File: src/rtl/noc_credit_tx_if.sv
// noc_credit_tx_if: link bundle for the credit-based NoC transmitter.
//   Source side : in_valid/in_ready handshake with in_data/in_dest/in_is_tail.
//   Router side : data_out/dest_out/is_tail_out qualified by send_out,
//                 credit_in pulses returned by the downstream buffer.
//   master modport : the transmitter's view.
//   slave modport  : the view of whatever drives the source and the credit
//                    return (a bench, or source + router glue).
interface noc_credit_tx_if #(
  parameter int FLIT_WIDTH = 128,
  parameter int DEST_WIDTH = 4
);
  logic                  in_valid;
  logic                  in_ready;
  logic [FLIT_WIDTH-1:0] in_data;
  logic [DEST_WIDTH-1:0] in_dest;
  logic                  in_is_tail;
  logic [FLIT_WIDTH-1:0] data_out;
  logic [DEST_WIDTH-1:0] dest_out;
  logic                  is_tail_out;
  logic                  send_out;
  logic                  credit_in;

  modport master (
    input  in_valid, in_data, in_dest, in_is_tail, credit_in,
    output in_ready, data_out, dest_out, is_tail_out, send_out
  );

  modport slave (
    output in_valid, in_data, in_dest, in_is_tail, credit_in,
    input  in_ready, data_out, dest_out, is_tail_out, send_out
  );
endinterface

File: src/rtl/noc_credit_tx.sv
// noc_credit_tx: sending end of a credit-based router link.
// Flits from a valid/ready source go into a 2-entry FIFO. The head is popped
// into the output registers whenever a downstream credit is available, and
// send_out pulses one cycle later. Returned credit_in pulses replenish the
// credit count.
// Ports:
//   clk_noc, rst_noc_sync : clock, synchronous active-high reset
//   link (master)         : source handshake, router link, credit return
//   credits_avail         : current credit count
//   flit_count, pkt_count : flits / tail flits sent (wrapping)
//   stall_count           : cycles with a flit waiting and no credit (saturating)
//   credit_overflow       : sticky, a credit arrived while already at full count
module noc_credit_tx #(
  parameter int FLIT_WIDTH        = 128,
  parameter int DEST_WIDTH        = 4,
  parameter int FLIT_BUFFER_DEPTH = 8,
  parameter int CREDIT_WIDTH      = $clog2(FLIT_BUFFER_DEPTH + 1)
) (
  input  logic                    clk_noc,
  input  logic                    rst_noc_sync,
  noc_credit_tx_if.master         link,
  output logic [CREDIT_WIDTH-1:0] credits_avail,
  output logic [31:0]             flit_count,
  output logic [31:0]             pkt_count,
  output logic [31:0]             stall_count,
  output logic                    credit_overflow
);

  typedef struct packed {
    logic [FLIT_WIDTH-1:0] data;
    logic [DEST_WIDTH-1:0] dest;
    logic                  is_tail;
  } flit_t;

  localparam logic [CREDIT_WIDTH-1:0] CRED_MAX = CREDIT_WIDTH'(FLIT_BUFFER_DEPTH);
  localparam logic [CREDIT_WIDTH-1:0] CRED_ONE = CREDIT_WIDTH'(1);

  flit_t                   mem [2];
  logic                    wr_ptr;
  logic                    rd_ptr;
  logic [1:0]              count;
  logic [CREDIT_WIDTH-1:0] credits;
  logic                    push;
  logic                    pop;
  logic                    stall;
  logic                    nonempty;
  flit_t                   in_flit;
  flit_t                   head;

  // in_ready depends only on the registered occupancy, so there is no
  // combinational path from in_valid back to in_ready.
  assign link.in_ready = (count != 2'd2);

  assign nonempty = (count != 2'd0);
  assign push     = link.in_valid & link.in_ready;
  assign pop      = nonempty & (credits != '0);
  assign stall    = nonempty & (credits == '0);

  assign in_flit  = '{data: link.in_data, dest: link.in_dest, is_tail: link.in_is_tail};
  assign head     = mem[rd_ptr];

  assign credits_avail = credits;

  // Storage is not reset; occupancy and pointers decide what is valid.
  always_ff @(posedge clk_noc) begin
    if (push) mem[wr_ptr] <= in_flit;
  end

  always_ff @(posedge clk_noc) begin
    if (rst_noc_sync) begin
      wr_ptr <= 1'b0;
      rd_ptr <= 1'b0;
      count  <= 2'd0;
    end else begin
      if (push) wr_ptr <= ~wr_ptr;
      if (pop)  rd_ptr <= ~rd_ptr;
      case ({push, pop})
        2'b10:   count <= count + 2'd1;
        2'b01:   count <= count - 2'd1;
        default: count <= count;
      endcase
    end
  end

  // A pop consumes one credit and a returned credit adds one; both together
  // cancel. A credit with nothing outstanding is a protocol error: hold at
  // max and flag it.
  always_ff @(posedge clk_noc) begin
    if (rst_noc_sync) begin
      credits         <= CRED_MAX;
      credit_overflow <= 1'b0;
    end else begin
      case ({pop, link.credit_in})
        2'b10: credits <= credits - CRED_ONE;
        2'b01: begin
          if (credits == CRED_MAX) credit_overflow <= 1'b1;
          else                     credits         <= credits + CRED_ONE;
        end
        default: credits <= credits;
      endcase
    end
  end

  // Output registers hold the last flit sent; send_out qualifies them.
  always_ff @(posedge clk_noc) begin
    if (rst_noc_sync) begin
      link.send_out    <= 1'b0;
      link.data_out    <= '0;
      link.dest_out    <= '0;
      link.is_tail_out <= 1'b0;
    end else begin
      link.send_out <= pop;
      if (pop) begin
        link.data_out    <= head.data;
        link.dest_out    <= head.dest;
        link.is_tail_out <= head.is_tail;
      end
    end
  end

  always_ff @(posedge clk_noc) begin
    if (rst_noc_sync) begin
      flit_count  <= '0;
      pkt_count   <= '0;
      stall_count <= '0;
    end else begin
      if (pop)                 flit_count  <= flit_count + 32'd1;
      if (pop && head.is_tail) pkt_count   <= pkt_count + 32'd1;
      if (stall && (stall_count != '1)) stall_count <= stall_count + 32'd1;
    end
  end

endmodule

File: src/flat_wrapper.sv
// flat-port wrapper written by rule: the top's interface ports become plain ports
module noc_credit_tx_flat 
#(
  parameter int FLIT_WIDTH        = 128,
  parameter int DEST_WIDTH        = 4,
  parameter int FLIT_BUFFER_DEPTH = 8,
  parameter int CREDIT_WIDTH      = $clog2(FLIT_BUFFER_DEPTH + 1)
)
  (clk_noc, rst_noc_sync, credits_avail, flit_count, pkt_count, stall_count, credit_overflow, link_in_valid, link_in_data, link_in_dest, link_in_is_tail, link_credit_in, link_in_ready, link_data_out, link_dest_out, link_is_tail_out, link_send_out);
  noc_credit_tx_if #(.FLIT_WIDTH(FLIT_WIDTH), .DEST_WIDTH(DEST_WIDTH)) link_i ();
  input  logic clk_noc;
  input  logic rst_noc_sync;
  output logic [CREDIT_WIDTH-1:0] credits_avail;
  output logic [31:0] flit_count;
  output logic [31:0] pkt_count;
  output logic [31:0] stall_count;
  output logic credit_overflow;
  input wire logic [$bits(link_i.in_valid)-1:0] link_in_valid;
  input wire logic [$bits(link_i.in_data)-1:0] link_in_data;
  input wire logic [$bits(link_i.in_dest)-1:0] link_in_dest;
  input wire logic [$bits(link_i.in_is_tail)-1:0] link_in_is_tail;
  input wire logic [$bits(link_i.credit_in)-1:0] link_credit_in;
  output wire logic [$bits(link_i.in_ready)-1:0] link_in_ready;
  output wire logic [$bits(link_i.data_out)-1:0] link_data_out;
  output wire logic [$bits(link_i.dest_out)-1:0] link_dest_out;
  output wire logic [$bits(link_i.is_tail_out)-1:0] link_is_tail_out;
  output wire logic [$bits(link_i.send_out)-1:0] link_send_out;
  assign link_i.in_valid = link_in_valid;
  assign link_i.in_data = link_in_data;
  assign link_i.in_dest = link_in_dest;
  assign link_i.in_is_tail = link_in_is_tail;
  assign link_i.credit_in = link_credit_in;
  assign link_in_ready = link_i.in_ready;
  assign link_data_out = link_i.data_out;
  assign link_dest_out = link_i.dest_out;
  assign link_is_tail_out = link_i.is_tail_out;
  assign link_send_out = link_i.send_out;
  noc_credit_tx #(.FLIT_WIDTH(FLIT_WIDTH), .DEST_WIDTH(DEST_WIDTH), .FLIT_BUFFER_DEPTH(FLIT_BUFFER_DEPTH), .CREDIT_WIDTH(CREDIT_WIDTH)) u_core (.clk_noc(clk_noc), .rst_noc_sync(rst_noc_sync), .link(link_i), .credits_avail(credits_avail), .flit_count(flit_count), .pkt_count(pkt_count), .stall_count(stall_count), .credit_overflow(credit_overflow));
endmodule
File: config.mk
export PLATFORM = sky130hd
export DESIGN_NAME = noc_credit_tx_flat
export DESIGN_NICKNAME = d
export VERILOG_FILES = /design/src/rtl/noc_credit_tx_if.sv /design/src/rtl/noc_credit_tx.sv /design/src/flat_wrapper.sv
export SDC_FILE = /design/constraint.sdc
export NUM_CORES = 1
export LEC_CHECK = 0
export CELL_PAD_IN_SITES_DETAIL_PLACEMENT = 1
export CELL_PAD_IN_SITES_GLOBAL_PLACEMENT = 2
export CORE_AREA = 3 3 230 232
export DETAILED_ROUTE_END_ITERATION = 10
export DIE_AREA = 0 0 233 235
export PLACE_DENSITY_LB_ADDON = 0.1
export SETUP_SLACK_MARGIN = 0.02
export SYNTH_ARGS = -nofsm -noshare
export SYNTH_HDL_FRONTEND = slang
export SYNTH_SLANG_ARGS = --single-unit
File: constraint.sdc
create_clock -name clk_noc -period 25.5 [get_ports clk_noc]
set_clock_uncertainty 0.1 [all_clocks]
set_input_delay 7.65 -clock clk_noc [delete_from_list [all_inputs] [get_ports clk_noc]]
set_output_delay 7.65 -clock clk_noc [all_outputs]
set_load 0.03 [all_outputs]
[Word level (Yosys, flattened, before mapping)]
Memory sizes are Yosys's and may differ from the RTL's. A register that Yosys moved wholly into a read port is not among the register bits.
Cells that the tools add are included.
Storage, ports and cells
  flip-flop bits (word level): 239
  bits in writable memories: 266
  bits of input ports: 137
  output and inout port bits: 236
  logic and storage cells: 49
  memories kept: 1
Cells by class
  $add $sub $neg: 7
  equal/unequal tests: 8
  multiplexer cells: 7
  bitwise operators: 5
  reduce and logical (&&, ||, !) cells: 9
Memory list
  u_core.mem: depth 2, bits a word 133, rd ports 1, clocked after Yosys merged registers in 1, write ports 1, line noc_credit_tx.sv:38  | flit_t mem [2];
Operators by type and width (number)
  $add A32 B1 Y32 const B: 3
  $ne A32 B32 Y1 const B: 1
  $pmux W4 S2: 1
  $reduce_bool A2 Y1: 3
  $add A4 B1 Y4 const B: 1
  $eq A2 B1 Y1 const B: 2
  $eq A2 B2 Y1 const B: 2
  $eq A4 B4 Y1 const B: 1
  $logic_not A4 Y1: 1
  $mux W1: 4
  $mux W4: 1
  $ne A2 B2 Y1 const B: 2
  $pmux W2 S2: 1
  $reduce_and A2 Y1: 2
  $reduce_bool A4 Y1: 1
  $sub A4 B1 Y4 const B: 1
  $and A1 B1 Y1: 3
  $add A2 B1 Y2 const B: 1
  $logic_and A1 B1 Y1: 2
  $not A1 Y1: 2
  $sub A2 B1 Y2 const B: 1

[Longest topological paths before layout]
  word-level depth: 5
  gate-level depth with buffers: 10
  mapped depth without buffers: 9

[Worst setup path before layout]
OpenSTA, ideal clock, no wires.
  path kind: input to register
  start: input link_in_valid
  end: memory u_core.mem[0][0] in the netlist's numbering (enable)
  setup time: 0.627 ns
  arrival time: 13.278 ns
  data required time: 24.773 ns
  path slack: 11.494 ns
  cell stages on the path: 2
  cell sequence: nand2_1 > nor2_1
On the way
  longest elaborated chain between the ends: 3
RTL lines
  from (decl): line flat_wrapper.sv:18  | input wire logic [$bits(link_i.in_valid)-1:0] link_in_valid;
  $and A1 B1 Y1: line noc_credit_tx.sv:55  | assign push = link.in_valid & link.in_ready;
  $mux W1: line noc_credit_tx.sv:66  | if (push) mem[wr_ptr] <= in_flit;
  $mux W1 (not written as such): line noc_credit_tx.sv:66
  to (decl): line noc_credit_tx.sv:38
Every way passes these cells.

[Worst setup path in the final report]
  start: input link_in_valid
  end: memory u_core.mem[0][48] in the netlist's numbering (enable)
The elaborated chain is that of the path after synthesis.

==> metrics <==
Avg Cell Area, Syn 12.79 um^2; worst skew pair latency between 0.6 and 0.7 ns; filler instances 5242; Synth Flop Type edfxtp_1; final setup margin 15.55 ns; most numerous cell on the critical path buf_4; largest net degree at the start of global routing 169; Cell Pwr Density 104.9 nW/um^2; placeable core region 51200 um^2; WL final between 40000 and 50000 um; Slew Limit Fails 0; hold_buf cts 0; drc violations 0; Critical-path top delay cell buf_4; total I/O pin count 373; worst min-delay path class reg2reg; Iter 0 DRT Violations 520; die area 54760 um^2; CTS buffer count 54; Synth Warn # 0; minimum clock period 9.946 ns; CTS root buffer clkbuf_16; fmax 100.5 MHz; Worst-Margin Slew around 1.1 ns; Synthesized Nets 1610; register area share after synthesis 0.6824; CP endpoint kind flip-flop; Leak Pwr 8.203 nW; WP buf/inv 3; Place WS roughly 15 ns; cell with the most instances after synthesis edfxtp_1; Rows 83; number of synthesized register bits between 500 and 600; Fin Setup TNS 0 ns; post-cts resize count 0; routed vias/inst 4.989; chip height 235 um; switching pwr 0.8452 mW; largest cells by area after synthesis edfxtp_1 (43%), dfxtp_1 (26%), mux2i_1 (7.2%); Post-synth EDFFs 266; Int Pwr 1.769 mW; layout cells sized above 1 0.05487; Final setup viols 0; CP Max Fanout 72; Starting Density 0.3662; htree depth 2; critical path class in2reg; initial antenna violation count 11; clk buf depth 3; Cells after DPL about 2400; outcome finished, final reports clean; switching share of power 0.3234; Synth cell types 42; Routed Antenna Nets 0; crit share post-route 0.3900; maximum vdd drop between 0.00007 and 0.00008 V; grt total ovfl 0; P&R area growth vs syn 32.93%; Rel. slew slack 0.2839; clock network fraction of total power 0.305; number of I/O port buffers 372; WL per Instance 19.64 um; max-cap violations 0; first-pass GRT wire length approximately 77000 um; setup bufs post-CTS 0; unrepaired setup endpoints after global routing no; GP Congestion 0.7461; element type at the critical path start input pin; Non-Filler Instances 2544; Arr. time, crit path a little over 10 ns; Clk pin slew, worst setup/hold paths 0.06 ns; total power 2.614 mW; sequential power share 0.420; Total Routing Usage GR 0.1798; vias in the first global route 13170; routed vias 12690; Yosys top cell area share 0.4261; DRT Pass-1 Iters 4; post-DP HPWL 32860 um; Mapped Cells 1466; CP Cell Sequence clkdlybuf4s50_1, nand2_1, nor2_4, buf_4, buf_4; Num Clock Sinks 506; critical path required time 25.62 ns; critical path's largest stage delay ~0.93 ns; nets 1958; FFs w/ async S/R, synth 0; final hold viol count 0; CTS tree built; Largest delay share family, worst path buffers and inverters; Mapped Area 18750 um^2; power share of the combinational group 0.275; die width 233 um; Synth top cells by count edfxtp_1 (266), dfxtp_1 (240), nor2_1 (201), mux2i_1 (134), a211oi_1 (133); Synth area leader edfxtp_1
## cell usage in the layout, fill, tap and decap left out, types with 26 or more instances in the layout
| cell type | n |
|---|---|
| or3_1 | 36 |
| a211oi_1 | 133 |
| mux2i_1 | 134 |
| o21ai_0 | 38 |
| nand2_1 | 45 |
| clkbuf_16 | 55 |
| edfxtp_1 | 266 |
| a21oi_1 | 44 |
| dfxtp_1 | 239 |
| nand3_1 | 26 |
| xnor2_1 | 42 |
| clkdlybuf4s50_1 | 371 |
| nor2_1 | 200 |
## metrics by stage
| stage | utilization | area [um^2] | hold slack [ns] |
|---|---|---|---|
| 2_1_floorplan | - | 18750 | 0.3800 |
| 3_3_place_gp | 0.4508 | 23080 | 0.3768 |
| 3_5_place_dp | 0.4508 | 23080 | 0.3837 |
| 4_1_cts | 0.4865 | 24910 | 0.4010 |
| 5_1_grt | 0.4866 | 24910 | 0.4152 |
| 6_report | 0.4867 | 24920 | 0.3976 |
## cells by family (layout without fill, tap and decap cells)
| group | count (synthesis) | after routing | share of synthesized area |
|---|---|---|---|
| adder cells (fa/ha/maj) | 7 | 7 | 0.005072 |
| AND/OR/NAND/NOR | 431 | 431 | 0.1121 |
| AO/OA/AOI/OAI | 230 | 230 | 0.08163 |
| multiplexers | 137 | 137 | 0.07335 |
| buffers and inverters | 101 | 494 | 0.02029 |
| XOR/XNOR | 54 | 54 | 0.02523 |
| flip-flops | 506 | 506 | 0.6824 |
| other | 0 | 5 | 0 |
## layer usage
metal  vias to the layer above  share of wire  global-route usage
met2                       261           0.50              0.3125
met3                        64          0.063             0.04910
met4                        14          0.017             0.04797
met5                         -         0.0018                   0
li1                       6134              -                   -
met1                      6218           0.41              0.2190
## power groups by stage
stage / sequential [mW] / combinational, mW / clock, mW
2_1_floorplan: 1.24 / 0.323 / 0
3_3_place_gp: 1.11 / 0.717 / 0
4_1_cts: 1.10 / 0.735 / 0.822
5_1_grt: 1.11 / 0.782 / 0.859
3_5_place_dp: 1.12 / 0.731 / 0
6_report: 1.10 / 0.719 / 0.797
## registers in the layout (all words and copies together) (netlist names), 2 cells and up, named ones only
register and cells:
u_core.count 2, u_core.credits_avail 4, u_core.flit_count 32, u_core.link.data_out 128, u_core.link.dest_out 4, u_core.mem 266, u_core.pkt_count 32, u_core.stall_count 32
## layout make-up
class                   count  area [um^2]  share of cell area
diodes                      5        12.51           0.0005021
flip-flops and latches    506        12800              0.5135
inverters                  12        52.55            0.002109
repair buffers            381         3795              0.1523
clock buffers              85         1579             0.06336
well taps                 680        850.8             0.03414
multi-input cells         859         5587              0.2242
clock inverters            16        247.7            0.009941
## worst paths after layout
kind / start / to / slack, ns / cells after the start
hold / removal: u_core.link.data_out[26] / u_core.link.data_out[26] / 0.40 / 2
setup / recovery: link_in_valid / u_core.mem[0][48] / 15.55 / 5
hold reg to reg: u_core.link.data_out[26] / u_core.link.data_out[26] / 0.40 / 2
setup reg to reg: u_core.credits_avail[0] / u_core.link.data_out[49] / 21.66 / 6
## worst register-to-register path, stage by stage (launching register included)
cell and delay (ns):
dfxtp_1 0.52, or4_1 0.45, nand2_1 0.40, inv_8 0.76, buf_4 1.06, nor2_1 0.14
a211oi_1 0.31
No activity file was read; power rests on OpenSTA's default activity.
